<file path="src/rtl/fifo_rst_seq.sv">
// fifo_rst_seq: multi-channel FIFO reset sequencer (IDLE -> CLEAR -> RESET -> PAUSE -> RUN).
// Optional macro FIFO_RST_STAGGER_EN staggers each channel's reset by its channel index.
module fifo_rst_seq #(
   parameter int NCH       = 7,
   parameter int CLR_CYC   = 6,
   parameter int RST_CYC   = 10,
   parameter int PAUSE_CYC = 16
) (
   input  logic           CLK,
   input  logic           RST,
   input  logic           AL_RESTART,
   input  logic [NCH-1:0] CH_EN,
   output logic [NCH-1:0] FIFO_RST,
   output logic           DONE,
   output logic           BUSY,
   output logic [7:0]     SEQ_CNT
);

   typedef enum logic [2:0] {
      ST_IDLE  = 3'd0,
      ST_CLEAR = 3'd1,
      ST_RESET = 3'd2,
      ST_PAUSE = 3'd3,
      ST_RUN   = 3'd4
   } state_t;

`ifdef FIFO_RST_STAGGER_EN
   localparam int RST_LEN = RST_CYC + NCH - 1;
`else
   localparam int RST_LEN = RST_CYC;
`endif

   localparam logic [15:0] CLR_LAST   = 16'(CLR_CYC - 1);
   localparam logic [15:0] RST_LAST   = 16'(RST_LEN - 1);
   localparam logic [15:0] PAUSE_LAST = 16'(PAUSE_CYC - 1);

   state_t           state_r;
   state_t           state_nxt_s;
   logic [15:0]      hold_r;
   logic [15:0]      hold_nxt_s;
   logic [NCH-1:0]   mask_r;
   logic [NCH-1:0]   mask_nxt_s;
   logic [NCH-1:0]   win_s;
   logic [NCH-1:0]   fifo_rst_nxt_s;
   logic             done_nxt_s;
   logic             busy_nxt_s;
   logic [7:0]       seq_cnt_nxt_s;
   logic             restart_s;
   logic             clr_entry_s;

   // Next-state and phase counter; a restart request overrides normal phase progress.
   always_comb begin
      state_nxt_s = state_r;
      hold_nxt_s  = hold_r + 16'd1;
      restart_s   = 1'b0;
      case (state_r)
         ST_IDLE: begin
            state_nxt_s = ST_CLEAR;
         end
         ST_CLEAR: begin
            if (AL_RESTART) begin
               restart_s = 1'b1;
            end else if (hold_r == CLR_LAST) begin
               state_nxt_s = ST_RESET;
            end else begin
               state_nxt_s = ST_CLEAR;
            end
         end
         ST_RESET: begin
            if (AL_RESTART) begin
               restart_s   = 1'b1;
               state_nxt_s = ST_CLEAR;
            end else if (hold_r == RST_LAST) begin
               state_nxt_s = ST_PAUSE;
            end else begin
               state_nxt_s = ST_RESET;
            end
         end
         ST_PAUSE: begin
            if (AL_RESTART) begin
               restart_s   = 1'b1;
               state_nxt_s = ST_CLEAR;
            end else if (hold_r == PAUSE_LAST) begin
               state_nxt_s = ST_RUN;
            end else begin
               state_nxt_s = ST_PAUSE;
            end
         end
         ST_RUN: begin
            hold_nxt_s = hold_r;
            if (AL_RESTART) begin
               restart_s   = 1'b1;
               state_nxt_s = ST_CLEAR;
            end else begin
               state_nxt_s = ST_RUN;
            end
         end
         default: begin
            state_nxt_s = ST_IDLE;
         end
      endcase
      if ((state_nxt_s != state_r) || restart_s) begin
         hold_nxt_s = 16'd0;
      end else begin
         hold_nxt_s = hold_nxt_s;
      end
   end

   // Channel window inside RESET: all channels at once, or shifted by channel index.
   always_comb begin
      win_s = {NCH{1'b0}};
`ifdef FIFO_RST_STAGGER_EN
      for (int i = 0; i < NCH; i++) begin
         win_s[i] = ({1'b0, hold_nxt_s} >= 17'(i)) &&
                    ({1'b0, hold_nxt_s} <  17'(i + RST_CYC));
      end
`else
      win_s = {NCH{1'b1}};
`endif
   end

   // Output values for the state being entered, so every output comes straight from a flop.
   always_comb begin
      clr_entry_s    = (state_nxt_s == ST_CLEAR) && ((state_r != ST_CLEAR) || restart_s);
      mask_nxt_s     = clr_entry_s ? CH_EN : mask_r;
      fifo_rst_nxt_s = {NCH{1'b0}};
      done_nxt_s     = 1'b0;
      busy_nxt_s     = 1'b1;
      case (state_nxt_s)
         ST_IDLE:  fifo_rst_nxt_s = {NCH{1'b1}};
         ST_RESET: fifo_rst_nxt_s = mask_nxt_s & win_s;
         ST_RUN: begin
            done_nxt_s = 1'b1;
            busy_nxt_s = 1'b0;
         end
         default: begin
            fifo_rst_nxt_s = {NCH{1'b0}};
         end
      endcase
      if ((state_nxt_s == ST_RUN) && (state_r != ST_RUN) && (SEQ_CNT != 8'hFF)) begin
         seq_cnt_nxt_s = SEQ_CNT + 8'd1;
      end else begin
         seq_cnt_nxt_s = SEQ_CNT;
      end
   end

   // State, counter, latched mask and registered outputs.
   always_ff @(posedge CLK) begin
      if (RST) begin
         state_r  <= ST_IDLE;
         hold_r   <= 16'd0;
         mask_r   <= {NCH{1'b1}};
         FIFO_RST <= {NCH{1'b1}};
         DONE     <= 1'b0;
         BUSY     <= 1'b1;
         SEQ_CNT  <= 8'd0;
      end else begin
         state_r  <= state_nxt_s;
         hold_r   <= hold_nxt_s;
         mask_r   <= mask_nxt_s;
         FIFO_RST <= fifo_rst_nxt_s;
         DONE     <= done_nxt_s;
         BUSY     <= busy_nxt_s;
         SEQ_CNT  <= seq_cnt_nxt_s;
      end
   end

endmodule

</file>
<file path="config.mk">
export PLATFORM = sky130hd
export DESIGN_NAME = fifo_rst_seq
export DESIGN_NICKNAME = d
export VERILOG_FILES = /design/src/rtl/fifo_rst_seq.sv
export SDC_FILE = /design/constraint.sdc
export NUM_CORES = 1
export LEC_CHECK = 0
export CORE_MARGIN = 2
export CORE_UTILIZATION = 54
export CTS_BUF_LIST = sky130_fd_sc_hd__clkbuf_16
export CTS_CLUSTER_DIAMETER = 80
export CTS_CLUSTER_SIZE = 24
export DETAILED_ROUTE_END_ITERATION = 16
export HOLD_SLACK_MARGIN = 0.03
export PLACE_DENSITY_LB_ADDON = 0.3
export SLEW_MARGIN = 15
export SYNTH_ARGS = -nofsm -noshare
export SYNTH_HDL_FRONTEND = slang
export SYNTH_SLANG_ARGS = --single-unit
</file>
<file path="constraint.sdc">
create_clock -name CLK -period 2.5 [get_ports CLK]
set_clock_uncertainty 0.1 [all_clocks]
set_input_delay 0.5 -clock CLK [delete_from_list [all_inputs] [get_ports CLK]]
set_output_delay 0.5 -clock CLK [all_outputs]
set_load 0.005 [all_outputs]
</file>
==> metrics.txt <==
I/O Pins=27; # rows=22; initial antenna violation count=0; max-slew violations=0; relative slew slack=0.623; core area=0.00369 mm2; Hold WC Path Type=reg2reg; grt ovf=0; synth top area cells=dfxtp_1 42%, nor2_1 6.0%, xnor2_1 4.6%; Worst-path clk slew=0.06 ns; Post-synth EDFFs=0; GPL Wtd Cong=0.941; Worst Setup End Kind=register; CTS sink cnt=43; vias in the first global route=1,710; Avg WL per Cell=13.9 um; minimum clock period=2.26 ns; Seq/Total Area, Yosys=0.415; share of cells above drive strength 1=0.111; #FFs+latches synth=43; Initial DRC Count=116; pin count of the biggest net entering global routing=17; CTS buffer count=5; Worst Path Max Fanout=8; DRC errors left=0; dpl hpwl=3200 um; CTS tree=yes; die span in x=65.9 um; Worst VDD drop=0.356 mV; post-synth top area cell=dfxtp_1; Required @ worst endpoint=2.55 ns; Starting Density=0.562; final setup fails=0; CTS root buffer=clkbuf_16; Hold Fails Final Rpt=0; final wirelength=4410 um; hold slack=0.412 ns; share of flip-flops with an asynchronous set or reset=0; synthesized area=0.00207 mm2; ys flop type=dfxtp_1; Via density=5.78; Mapped Nets=250; drt first pass iters=4; PortBufs=26; first-pass GRT wire length=7640 um; Mapped Avg Cell Area=8.74 um2; n_diodes=0; Post-Route Setup TNS=0 ns; top post-synthesis cells by count=43 x dfxtp_1, 33 x nor2_1, 15 x a21oi_1; CP arrival=2.31 ns; die area=0.00435 mm2; CP Class=reg2reg; RSZ-0062 raised after global routing=false; Setup Fix Bufs, Post-CTS=0; Via Count=1,838; cts repair resizes=0; Tightest Pin Transition=0.562 ns; Peak Freq=442 MHz; Max H-tree Level=2; hold_buf cts=0; Ys Warns=0; ANT nets after route=0; Synth cell types=46; flop2flop setup slack=0.24 ns; leak pwr=0.902 nW; Period Utilization, post-route=0.905; area growth from synthesis to layout=25.7%; CTS Buffer Depth=2; Die Y=65.9 um; pwr dens=587 mW/mm2; clk_lat worst skew=0.28 ns; most frequent cell after synthesis=dfxtp_1; status=completed; max_cap viols=0; Startpoint Class=register; top-area cell type share of the netlist area=0.415; synthesized instance count=237; GRT Resource Usage Total=0.225; Layout Nets=282
-- cell type report --
cell class	instances	area, um2
Clock inverter	3	43.8
Inverter	5	18.8
Tap cell	48	60.1
Timing Repair Buffer	37	355
Sequential cell	43	861
Fill cell	319	1080
Multi-Input combinational cell	177	1140
Clock buffer	5	125
-- stage by stage --
| stage | cells | util | setup WS, ns | power (W) | instance area, um2 |
|---|---|---|---|---|---|
| CTS | 318 | 0.706 | 0.229 | 0.00154 | 2600 |
| global route | 318 | 0.706 | 0.109 | 0.00157 | 2600 |
| detailed placement | 310 | 0.660 | 0.0960 | 0.000814 | 2430 |
| finish | 318 | 0.706 | 0.238 | 0.00153 | 2600 |
| floorplan | 237 | - | 0.524 | 0.000767 | 2070 |
| global placement | 310 | 0.660 | 0.146 | 0.000811 | 2430 |
-- registers in the layout (all words and copies together) (netlist names) --
signal	count
BUSY	1
DONE	1
FIFO_RST	7
SEQ_CNT	8
hold_r	16
mask_r	7
state_r	3
-- worst max-delay path: stages, from the launching register on --
cell	delay, ns
dfxtp_1	0.35
nor4_2	0.44
nand4_1	0.25
or4_1	0.68
a21oi_1	0.22
o21ai_1	0.08
-- logic make-up after synthesis --
| family | share of synthesized area |
|---|---|
| buf+inv | 0.0344 |
| xor+xnor | 0.0803 |
| simple gates | 0.271 |
| flops | 0.415 |
| fa+ha+maj | 0.0229 |
| compound gates | 0.171 |
| mux | 0.00483 |
-- where the power goes --
| part | total [W] | internal, W | switching [W] |
|---|---|---|---|
| Sequential | 0.000712 | 0.000702 | 0.0000104 |
| Combinational | 0.0000876 | 0.0000478 | 0.0000398 |
| Clock | 0.000729 | 0.000470 | 0.000258 |
| Total | 0.00153 | 0.00122 | 0.000308 |
-- metal layers --
layer | share of wire | wire length (um) | GRT usage
met2 | 0.48 | 2130 | 0.388
met4 | 0.0095 | 42 | 0.0587
met5 | 0 | 0 | 0
met1 | 0.45 | 2000 | 0.284
met3 | 0.052 | 228 | 0.0477
-- layout by cell type (no fill, tap or decap), types with 9 or more instances in the layout --
master / count
dfxtp_1: 43
clkdlybuf4s50_1: 26
nand2_1: 9
nand4_1: 11
nor2_1: 33
o21ai_0: 10
buf_4: 10
xnor2_1: 11
a21oi_1: 15
-- final timing paths --
check / startpoint / endpoint / cells past startpoint
max: hold_r[4]$_SDFFE_PP0P_ / FIFO_RST[1]$_SDFF_PP1_ / 5
min: mask_r[4]$_SDFF_PP1_ / FIFO_RST[4]$_SDFF_PP1_ / 2
max reg2reg: hold_r[4]$_SDFFE_PP0P_ / FIFO_RST[1]$_SDFF_PP1_ / 5
min reg2reg: mask_r[4]$_SDFF_PP1_ / FIFO_RST[4]$_SDFF_PP1_ / 2
Note: power is estimated with default switching activity, not from simulation.
